**src/rtl/serial_adder_ctrl.sv**
```systemverilog
// Bit-serial adder controller: one full-adder slice iterated LSB first over WIDTH bits.
// Optional two's-complement Overflow output enabled by defining SERIAL_ADD_OVF_EN.
module serial_adder_ctrl #(
  parameter int unsigned WIDTH = 8
) (
  input  logic             Clock,
  input  logic             Reset_n,
  input  logic             Start,
  input  logic [WIDTH-1:0] DataA,
  input  logic [WIDTH-1:0] DataB,
  input  logic             Cin,
  output logic             Busy,
  output logic             Done,
  output logic [WIDTH-1:0] Sum,
  output logic             Cout
`ifdef SERIAL_ADD_OVF_EN
  ,
  output logic             Overflow
`endif
);

  localparam int unsigned CW = (WIDTH > 1) ? $clog2(WIDTH) : 1;
  localparam logic [CW-1:0] LAST = CW'(WIDTH - 1);

  typedef enum logic [1:0] {
    S_IDLE  = 2'd0,
    S_SHIFT = 2'd1,
    S_DONE  = 2'd2
  } state_t;

  state_t           state_q, state_d;
  logic [WIDTH-1:0] op_a_q, op_a_d;
  logic [WIDTH-1:0] op_b_q, op_b_d;
  logic             carry_q, carry_d;
  logic [CW-1:0]    cnt_q, cnt_d;
  logic [WIDTH-2:0] res_q, res_d;
  logic             busy_q, busy_d;
  logic             done_q, done_d;
  logic [WIDTH-1:0] sum_q, sum_d;
  logic             cout_q, cout_d;
`ifdef SERIAL_ADD_OVF_EN
  logic             ovf_q, ovf_d;
`endif

  logic bit_s;
  logic bit_c;

  always_comb begin
    bit_s = op_a_q[0] ^ op_b_q[0] ^ carry_q;
    bit_c = (op_a_q[0] & op_b_q[0]) | (op_a_q[0] & carry_q) | (op_b_q[0] & carry_q);
  end

  always_comb begin
    state_d = state_q;
    op_a_d  = op_a_q;
    op_b_d  = op_b_q;
    carry_d = carry_q;
    cnt_d   = cnt_q;
    res_d   = res_q;
    busy_d  = busy_q;
    done_d  = 1'b0;
    sum_d   = sum_q;
    cout_d  = cout_q;
`ifdef SERIAL_ADD_OVF_EN
    ovf_d   = ovf_q;
`endif
    unique case (state_q)
      S_IDLE: begin
        if (Start) begin
          op_a_d  = DataA;
          op_b_d  = DataB;
          carry_d = Cin;
          cnt_d   = '0;
          busy_d  = 1'b1;
          state_d = S_SHIFT;
        end
      end
      S_SHIFT: begin
        carry_d = bit_c;
        op_a_d  = op_a_q >> 1;
        op_b_d  = op_b_q >> 1;
        cnt_d   = cnt_q + CW'(1);
        // Only WIDTH-1 partial bits are kept; the MSB sum bit joins them directly into Sum.
        res_d   = (WIDTH-1)'({bit_s, res_q} >> 1);
        if (cnt_q == LAST) begin
          sum_d   = {bit_s, res_q};
          cout_d  = bit_c;
`ifdef SERIAL_ADD_OVF_EN
          ovf_d   = carry_q ^ bit_c;
`endif
          done_d  = 1'b1;
          state_d = S_DONE;
        end
      end
      S_DONE: begin
        busy_d  = 1'b0;
        state_d = S_IDLE;
      end
      default: begin
        busy_d  = 1'b0;
        state_d = S_IDLE;
      end
    endcase
  end

  always_ff @(posedge Clock or negedge Reset_n) begin
    if (!Reset_n) begin
      state_q <= S_IDLE;
      op_a_q  <= '0;
      op_b_q  <= '0;
      carry_q <= 1'b0;
      cnt_q   <= '0;
      res_q   <= '0;
      busy_q  <= 1'b0;
      done_q  <= 1'b0;
      sum_q   <= '0;
      cout_q  <= 1'b0;
`ifdef SERIAL_ADD_OVF_EN
      ovf_q   <= 1'b0;
`endif
    end else begin
      state_q <= state_d;
      op_a_q  <= op_a_d;
      op_b_q  <= op_b_d;
      carry_q <= carry_d;
      cnt_q   <= cnt_d;
      res_q   <= res_d;
      busy_q  <= busy_d;
      done_q  <= done_d;
      sum_q   <= sum_d;
      cout_q  <= cout_d;
`ifdef SERIAL_ADD_OVF_EN
      ovf_q   <= ovf_d;
`endif
    end
  end

  assign Busy = busy_q;
  assign Done = done_q;
  assign Sum  = sum_q;
  assign Cout = cout_q;
`ifdef SERIAL_ADD_OVF_EN
  assign Overflow = ovf_q;
`endif

endmodule
```
**config.mk**
```make
export PLATFORM = sky130hd
export DESIGN_NAME = serial_adder_ctrl
export DESIGN_NICKNAME = d
export VERILOG_FILES = /design/src/rtl/serial_adder_ctrl.sv
export SDC_FILE = /design/constraint.sdc
export NUM_CORES = 1
export LEC_CHECK = 0
export CORE_ASPECT_RATIO = 1.1
export CORE_MARGIN = 5
export CORE_UTILIZATION = 53
export DETAILED_ROUTE_END_ITERATION = 8
export GPL_TIMING_DRIVEN = 0
export PLACE_DENSITY = 0.8
export RECOVER_POWER = 100
export SYNTH_ARGS = -nofsm -noshare
export SYNTH_HDL_FRONTEND = slang
export SYNTH_SLANG_ARGS = --single-unit
```
**constraint.sdc**
```tcl
create_clock -name Clock -period 2.3 [get_ports Clock]
set_clock_uncertainty 0.05 [all_clocks]
set_input_delay 0.46 -clock Clock [delete_from_list [all_inputs] [get_ports Clock]]
set_output_delay 0.46 -clock Clock [all_outputs]
set_load 0.02 [all_outputs]
```
Word-level counts from Yosys, hierarchy flattened
Index checks and enable logic that the tools add are counted.
{"block": "totals", "ff_bits": 40, "output_inout_bits": 11}
{"block": "classes", "add_sub_neg": 1, "eq_ne": 4, "mux": 15, "bitwise": 8, "reduce_logical": 6}
{"operator": "case mux 8 bit (2 select lines)", "count": 2}
{"operator": "two-way mux 8 bit", "count": 2}
{"operator": "AND reduction 2 bit", "count": 4}
{"operator": "case mux 3 bit (2 select lines)", "count": 1}
{"operator": "two-way mux 1 bit", "count": 4}
{"operator": "two-way mux 2 bit", "count": 2}
{"operator": "inequality test 2 bit, second input constant", "count": 2}
{"operator": "case mux 1 bit (2 select lines)", "count": 2}
{"operator": "case mux 2 bit (2 select lines)", "count": 1}
{"operator": "adder 3 x 1 -> 3 bit, second input constant", "count": 1}
{"operator": "bitwise AND 1 bit", "count": 3}
{"operator": "== test 3 bit, second input constant", "count": 1}
{"operator": "two-way mux 3 bit", "count": 1}
{"operator": "== test 2 x 1 -> 1 bit, second input constant", "count": 1}
{"operator": "zero test 2 bit", "count": 1}
{"operator": "OR 1 bit", "count": 2}
{"operator": "nonzero test 2 bit", "count": 1}
{"operator": "XOR 1 bit", "count": 2}
{"operator": "inverter 1 bit", "count": 1}

Longest topological paths before layout
Gate-level depths: netlist of run 1.
{"block": "depth", "ltp_word": 4, "ltp_mapped": 6, "ltp_nobuf": 4}

Worst setup path after synthesis of run 1
No wires, ideal clock.
{"block": "synth_timing", "kind": "flip-flop to flip-flop", "from": "reg state_q[0]", "to": "reg cout_q (netlist: Cout)", "arrival_ns": 1.272, "t_required_ns": 2.125, "path_slack_ns": 0.852, "path_stages_with_launch": 7, "period_less_slack_ns": 1.448, "cell_sequence": "dfrtp_1 buf_4 and2b_1 buf_6 nand2_4 buf_6 mux2_4"}
{"block": "synth_between", "elab_chain_len": 2}
{"element": "start, declared", "line_no": "31", "source": "state_t state_q, state_d;"}
{"element": "start signal, assigned", "line_no": "122", "source": "state_q <= state_d;"}
{"element": "== test 2 x 1 -> 1 bit", "line_no": "67", "source": "unique case (state_q)"}
{"element": "AND reduction 2 bit (no line)"}
{"element": "end signal, assigned", "line_no": "131", "source": "cout_q <= cout_d;"}
{"element": "end, declared", "line_no": "40", "source": "logic cout_q, cout_d;"}
Every way passes these cells.
A chain may end at the register's enable or synchronous reset.

Worst setup path after layout of run 1
{"block": "layout_timing", "from": "reg sum_q[5] (netlist: Sum[5])", "to": "out Sum[5]"}
{"element": "start, declared", "line_no": "39", "source": "logic [WIDTH-1:0] sum_q, sum_d;"}
{"element": "start signal, assigned", "line_no": "130", "source": "sum_q <= sum_d;"}
{"element": "end, declared", "line_no": "14", "source": "output logic [WIDTH-1:0] Sum,"}
No word-level cell between the ends.

==> out/metrics.csv, run 1 <==
metric,value,unit
status,"complete, no violations",
Setup crit start kind,register,
Clock Sinks,40,
initial antenna violation count,0,
cell row count,21,
DR pass1 iterations,4,
clk buf depth,2,
Max Cap Violations,0,
Initial Utilization,0.556,
wire per inst,15.5,um
crit-path cells,dlygate4sd3_1,
Layout area overhead,22.7,%
clock-pin slew on the worst setup and hold paths,0.11,ns
Synth area leader,dfrtp_1,
Peak VDD IR,671,uV
Pwr Density,1340,mW/mm2
Setup WS post-layout,0.381,ns
Num CTS Buffers,5,
kind of end point of the critical path,primary output,
clock share of power,0.179,
htree depth,2,
Critical Path Start,Sum[5],
die area,0.00450,mm2
layout cells sized above 1,0.0794,
yosys warns,0,
CP max stage cell,dlygate4sd3_1,
ANT nets after route,0,
Worst Setup EP,Sum[5],
Mapped Nets,174,
post-DR vias/cell,5.74,
# DRC,0,
gr ovfl total,0,
critical path arrival,1.41,ns
"commonest non-fill, non-tap cells in the layout","dfrtp_1, o22ai_1, nand2_1",
first-pass GRT wire length,5.91,mm
NetSw,1.01,mW
worst reg2reg startpoint,cnt_q[0],
number of library cell types mapped by synthesis,24,
final hold violations,0,
pre-CTS WS,0.397,ns
CTS tree,yes,
CP top delay family,buffers and inverters,
"top cells by area, synth","dfrtp_1, o22ai_1, mux2_4, nand2_1, a21oi_1",
internal cell power,1.83,mW
Root Driver,clkbuf_4,
part of the power in registers,0.433,
peak per-stage delay on the critical path,0.66,ns
Final Critical Period,1.92,ns
synthesized area,0.00173,mm2
Hold WC Path Type,input pin to async pin,
worst path bufs/invs,1,
fin crit share,0.834,
Critical R2R Capture,Sum[5],
cts hold-fix bufs,0,
detailed placement HPWL,2.51,mm
placed cell count,215,
final WL,3.46,mm
pins over their slew limit,0,
post-placement cell area,0.00206,mm2
Crit Path Category,register to primary output,
cell area after layout,0.00212,mm2
# setup viols final,0,
DIE WIDTH,64.4,um
first-iteration detailed-routing DRC count,65,
Non-Filler Instances,223,
cell count along the critical path,1,
r2r setup slk,0.40,ns
RSZ-0062 raised after global routing,false,
GRT busiest layer,met2,
worst slew pin tran,0.966,ns
required time worst endpoint,1.79,ns
met3 Usage GRT,0.0567,
Post-CTS Setup Repair Bufs,0,
input/output buffers,30,
nets@finish,211,
Boundary Pins,31,
"commonest non-fill, non-tap cell in the layout",dfrtp_1,
met2 Track Usage GR,0.268,
Comb power frac,0.388,
synthesized instance count,151,
"Avg Cell Area, Syn",11.4,um2
Rel. slew slack,0.356,
diode count,0,
via count,1281,
CORE AREA,0.00310,mm2
post-CTS sizing,0,
final hold slack,0.203,ns
post-synthesis sequential area ratio,0.580,
worst r2r path cells,5,
M1 GR Usage,0.218,
"Max FO, Critical Path",2,
synthesis-stage register bit count,40,
leak pwr,0.945,nW
vias in the first global route,1255,
GP Congestion,0.808,
FMAX,521,MHz
DIE HEIGHT,69.8,um
GR Util All Layers,0.169,
Sw Ratio,0.356,
pin count of the biggest net entering global routing,41,
post-synth top area share,0.580,
worst skew pair latency,0.34,ns
## Yosys cell counts, drive strengths merged
master	n
a2bb2oi	3
ha	2
mux2	9
o22ai	25
nand2b	2
buf	7
a21oi	13
o21ai	7
a22o	2
o221a	1
dfrtp	40
or4b	1
nand2	24
inv	5
nor2	2
or2b	2
clkbuf	3
and2b	1
nor2b	1
fa	1
## cell families after synthesis
family / share of synthesized area
buffers and inverters: 0.0464
and+or+nand+nor: 0.0906
adders and majority gates: 0.0261
muxes: 0.0761
AOI/OAI and AO/OA: 0.181
DFF: 0.580
## worst min path at each step
stage | endpoint | slack [ns] | startpoint | cells past startpoint
2_1_floorplan | Busy | 0.11 | Reset_n | 0
3_3_place_gp | res_q[0] | 0.41 | res_q[0] | 2
3_5_place_dp | res_q[0] | 0.42 | res_q[0] | 2
4_1_cts | Sum[5] | 0.18 | Reset_n | 1
5_1_grt | cnt_q[1] | 0.27 | Reset_n | 1
6_report | res_q[1] | 0.20 | Reset_n | 1
## state kept, by name, indices dropped and copies added, names as in the netlist
name,count
Busy,1
Cout,1
Done,1
Sum,8
carry_q,1
cnt_q,3
op_a_q,8
op_b_q,8
res_q,7
state_q,2
## through the flow
| stage | util | setup TNS [ns] | total power [mW] |
|---|---|---|---|
| 2_1_floorplan | - | 0 | 2.04 |
| 3_3_place_gp | 0.667 | -6.13 | 2.39 |
| 3_5_place_dp | 0.665 | 0 | 2.47 |
| 4_1_cts | 0.696 | 0 | 2.98 |
| 5_1_grt | 0.683 | 0 | 3.05 |
| 6_report | 0.683 | 0 | 2.84 |
## final cells by class
type / instances / area (um2)
clock inverter: 1 / 30.0
buffer: 10 / 50.0
clock buffer: 7 / 65.1
multi-input combinational: 96 / 614
sequential: 40 / 1000
inverter: 5 / 18.8
tap: 34 / 42.5
fill: 263 / 983
timing repair buffer: 30 / 295
## routing by layer
metal	part of all wire	routed length, um
met2	0.49	1700
met4	0.013	46
met3	0.062	215
met5	0	0
met1	0.43	1490
## power groups by stage
stage / sequential (mW) / clock, mW / combinational [mW]
4_1_cts: 1.24 / 0.520 / 1.22
5_1_grt: 1.27 / 0.559 / 1.22
6_report: 1.23 / 0.509 / 1.10
3_5_place_dp: 1.26 / 0 / 1.21
2_1_floorplan: 1.30 / 0 / 0.740
3_3_place_gp: 1.23 / 0 / 1.17
Note: power is estimated with default switching activity, not from simulation.
==> run 2: changes to the inputs <==
CORE_UTILIZATION = 51   (was 53)
PLACE_DENSITY = 0.78   (was 0.8)
clock period = 1.93 ns   (was 2.3 ns; I/O delays follow)
==> out/metrics.csv, run 2 (synthesis gave the netlist of run 1 again) <==
metric,value,unit
initial antenna violation count,0,
worst skew pair latency,0.34,ns
Max Cap Violations,0,
peak per-stage delay on the critical path,0.65,ns
# setup viols final,0,
first-iteration detailed-routing DRC count,43,
pre-CTS WS,0.121,ns
RSZ-0062 raised after global routing,false,
cell row count,22,
GP Congestion,0.851,
Crit Path Category,register to primary output,
fin crit share,0.946,
post-DR vias/cell,5.82,
post-CTS sizing,0,
# DRC,0,
ANT nets after route,0,
detailed placement HPWL,2.52,mm
CP top delay family,buffers and inverters,
Peak VDD IR,676,uV
Boundary Pins,31,
worst slew pin tran,0.975,ns
cts hold-fix bufs,0,
CP max stage cell,dlygate4sd3_1,
Setup crit start kind,register,
vias in the first global route,1347,
Final Critical Period,1.83,ns
Rel. slew slack,0.350,
crit-path cells,dlygate4sd3_1,
input/output buffers,30,
Post-Route Utilization,0.641,
Hold WC Path Type,input pin to async pin,
worst path bufs/invs,1,
nets@finish,211,
Num CTS Buffers,5,
Layout area overhead,22.8,%
Initial Utilization,0.522,
clk buf depth,2,
layout cells sized above 1,0.122,
final setup TNS,0,ns
diode count,0,
Setup WS post-layout,0.105,ns
via count,1304,
FMAX,548,MHz
Clock Sinks,40,
CORE AREA,0.00330,mm2
DIE WIDTH,65.5,um
Pwr Density,1570,mW/mm2
final WL,3.40,mm
CTS tree,yes,
pins over their slew limit,0,
status,"complete, no violations",
final hold violations,0,
"commonest non-fill, non-tap cells in the layout","dfrtp_1, o22ai_1, nand2_1",
Post-CTS Setup Repair Bufs,0,
DR pass1 iterations,4,
"commonest non-fill, non-tap cell in the layout",dfrtp_1,
clock-pin slew on the worst setup and hold paths,0.11,ns
htree depth,2,
Root Driver,clkbuf_4,
wire per inst,15.2,um
die area,0.00465,mm2
GR Util All Layers,0.168,
gr ovfl total,0,
DIE HEIGHT,71.0,um
critical path arrival,1.39,ns
"Max FO, Critical Path",2,
pin count of the biggest net entering global routing,41,
first-pass GRT wire length,6.04,mm
required time worst endpoint,1.49,ns
kind of end point of the critical path,primary output,
leak pwr,0.978,nW
run 2: cell types whose count changed in the layout (fill, tap and decap cells not counted):
cell | previous run | this run
buf_2 | 1 | 2
dlygate4sd3_1 | 12 | 9
mux2_1 | 8 | 0
bufinv_16 | 1 | 0
buf_4 | 1 | 0
mux2_4 | 0 | 8
clkdlybuf4s50_1 | 17 | 20
clkbuf_2 | 1 | 2
clkbuf_1 | 7 | 6
run 2: worst reg2reg max path, delay by kind of cell, from the launching register on:
kind | cells | cell delay (ns)
multiplexers | 1 | 0.33
AND/OR/NAND/NOR | 2 | 0.28
flip-flops | 1 | 0.37
buffers and inverters | 3 | 0.63
run 2: stage by stage:
stage | hold slack (ns) | std cells | area (um2) | power, mW
2_1_floorplan | 0.0404 | 151 | 1730 | 2.44
3_3_place_gp | 0.407 | 217 | 2070 | 2.85
3_5_place_dp | 0.414 | 217 | 2070 | 2.94
4_1_cts | 0.110 | 224 | 2130 | 3.40
5_1_grt | 0.207 | 224 | 2120 | 3.59
6_report | 0.134 | 224 | 2120 | 3.33
run 2: layout make-up:
| type | instances | area, um2 |
|---|---|---|
| Timing Repair Buffer | 30 | 295 |
| Multi-Input combinational cell | 96 | 644 |
| Clock buffer | 7 | 65.1 |
| Buffer | 10 | 48.8 |
| Tap cell | 36 | 45.0 |
| Inverter | 5 | 18.8 |
| Fill cell | 279 | 1180 |
| Sequential cell | 40 | 1000 |
run 2: where the power goes:
part	switching [mW]	total (mW)	leakage, nW	internal [mW]
registers	0.248	1.47	0.473	1.22
clock network	0.261	0.468	0.0374	0.207
logic	0.696	1.39	0.468	0.697
total	1.21	3.33	0.978	2.12
run 2: worst paths after layout:
path / startpoint / end / slack, ns / cells past startpoint
max in group asynchronous: Reset_n / op_b_q[3] / 1.11 / 1
worst min register to register: res_q[0] / res_q[0] / 0.44 / 2
worst max register to register: state_q[0] / Sum[1] / 0.17 / 6
worst max-delay path: Sum[1] / Sum[1] / 0.10 / 1
worst min-delay path: Reset_n / Sum[0] / 0.13 / 1
min in group Clock: res_q[0] / res_q[0] / 0.44 / 2
run 2: metal layers:
metal / routed length, um / up-vias / track usage / part of all wire
met5: 0 / - / 0 / 0
met4: 56 / 0 / 0.0829 / 0.016
met3: 197 / 8 / 0.0444 / 0.058
met2: 1700 / 51 / 0.268 / 0.50
met1: 1450 / 625 / 0.210 / 0.43
li1: - / 620 / - / -
==> run 3: changes to the inputs <==
PLACE_DENSITY = 0.86   (was 0.78)
==> out/metrics.csv, run 3 (synthesis gave the netlist of run 1 again) <==
metric,value,unit
status,"complete, no violations",
GR Util All Layers,0.166,
first-pass GRT wire length,6.06,mm
initial antenna violation count,0,
clk buf depth,2,
Peak VDD IR,769,uV
r2r setup slk,0.25,ns
worst reg2reg startpoint,cnt_q[0],
# DRC,0,
fin crit share,0.946,
Setup crit start kind,register,
Boundary Pins,31,
DIE WIDTH,65.5,um
pin count of the biggest net entering global routing,41,
"Power, Total",3.39,mW
critical path arrival,1.39,ns
"Max FO, Critical Path",2,
GP Congestion,0.848,
peak per-stage delay on the critical path,0.65,ns
worst r2r path cells,5,
post-placement cell area,0.00207,mm2
cell row count,22,
Rel. slew slack,0.372,
CTS tree,yes,
post-CTS sizing,0,
"commonest non-fill, non-tap cell in the layout",dfrtp_1,
layout cells sized above 1,0.0899,
cts hold-fix bufs,0,
Clock Sinks,40,
first-iteration detailed-routing DRC count,67,
gr ovfl total,0,
DR pass1 iterations,5,
die area,0.00465,mm2
# setup viols final,0,
required time worst endpoint,1.49,ns
Hold WC Path Type,input pin to async pin,
post-DR vias/cell,5.78,
"commonest non-fill, non-tap cells in the layout","dfrtp_1, o22ai_1, nand2_1",
Final Critical Period,1.83,ns
ANT nets after route,0,
Num CTS Buffers,5,
vias in the first global route,1381,
Root Driver,clkbuf_4,
Crit Path Category,register to primary output,
CP max stage cell,dlygate4sd3_1,
DIE HEIGHT,71.0,um
Layout area overhead,22.7,%
leak pwr,0.947,nW
Max Cap Violations,0,
cell area after layout,0.00212,mm2
final WL,3.50,mm
wire per inst,15.6,um
Pwr Density,1600,mW/mm2
worst skew pair latency,0.35,ns
RSZ-0062 raised after global routing,false,
Critical R2R Capture,Sum[2],
final setup TNS,0,ns
pins over their slew limit,0,
diode count,0,
clock-pin slew on the worst setup and hold paths,0.13,ns
final hold violations,0,
crit-path cells,dlygate4sd3_1,
worst path bufs/invs,1,
CP top delay family,buffers and inverters,
Post-CTS Setup Repair Bufs,0,
worst slew pin tran,0.943,ns
htree depth,2,
Post-Route Utilization,0.641,
Initial Utilization,0.522,
detailed placement HPWL,2.54,mm
CORE AREA,0.00330,mm2
kind of end point of the critical path,primary output,
nets@finish,211,
via count,1301,
FMAX,548,MHz
input/output buffers,30,
-- run 3: cell type report --
class / count / area (um2)
fill: 286 / 1190
sequential: 40 / 1000
multi-input combinational: 96 / 614
timing repair buffer: 30 / 295
buffer: 10 / 52.6
clock buffer: 6 / 51.3
tap: 36 / 45.0
clock inverter: 2 / 38.8
inverter: 5 / 18.8
-- run 3: per-stage QoR --
| stage | hold slack (ns) | setup WS (ns) | cells |
|---|---|---|---|
| finish | 0.117 | 0.104 | 225 |
| global route | 0.187 | 0.0492 | 225 |
| CTS | 0.0990 | 0.136 | 225 |
| detailed placement | 0.422 | 0.0649 | 217 |
| global placement | 0.408 | -0.438 | 217 |
| floorplan | 0.0404 | 0.482 | 151 |
-- run 3: worst max path at each step --
stage,cells past startpoint,startpoint,endpoint,slack (ns)
CTS,1,Sum[7],Sum[7],0.14
floorplan,6,state_q[0],Cout,0.48
detailed placement,4,Start,op_b_q[2],0.06
global route,1,Cout,Cout,0.05
global placement,1,Reset_n,op_b_q[3],-0.44
finish,1,Cout,Cout,0.10
-- run 3: per-layer routing --
layer	track usage	up-vias	routed length [um]
met5	0	-	0
met4	0.0737	0	80
met3	0.0524	15	213
met2	0.265	48	1750
met1	0.206	627	1460
li1	-	611	-
-- run 3: power breakdown --
part / switching, mW / internal [mW]
clock network: 0.279 / 0.310
registers: 0.251 / 1.22
logic: 0.701 / 0.633
-- run 3: worst reg2reg max path, cell delays in order (launching register included) --
cell	delay, ns
dfrtp_1	0.41
ha_1	0.20
ha_1	0.23
nand2_4	0.08
clkbuf_2	0.25
mux2_1	0.36
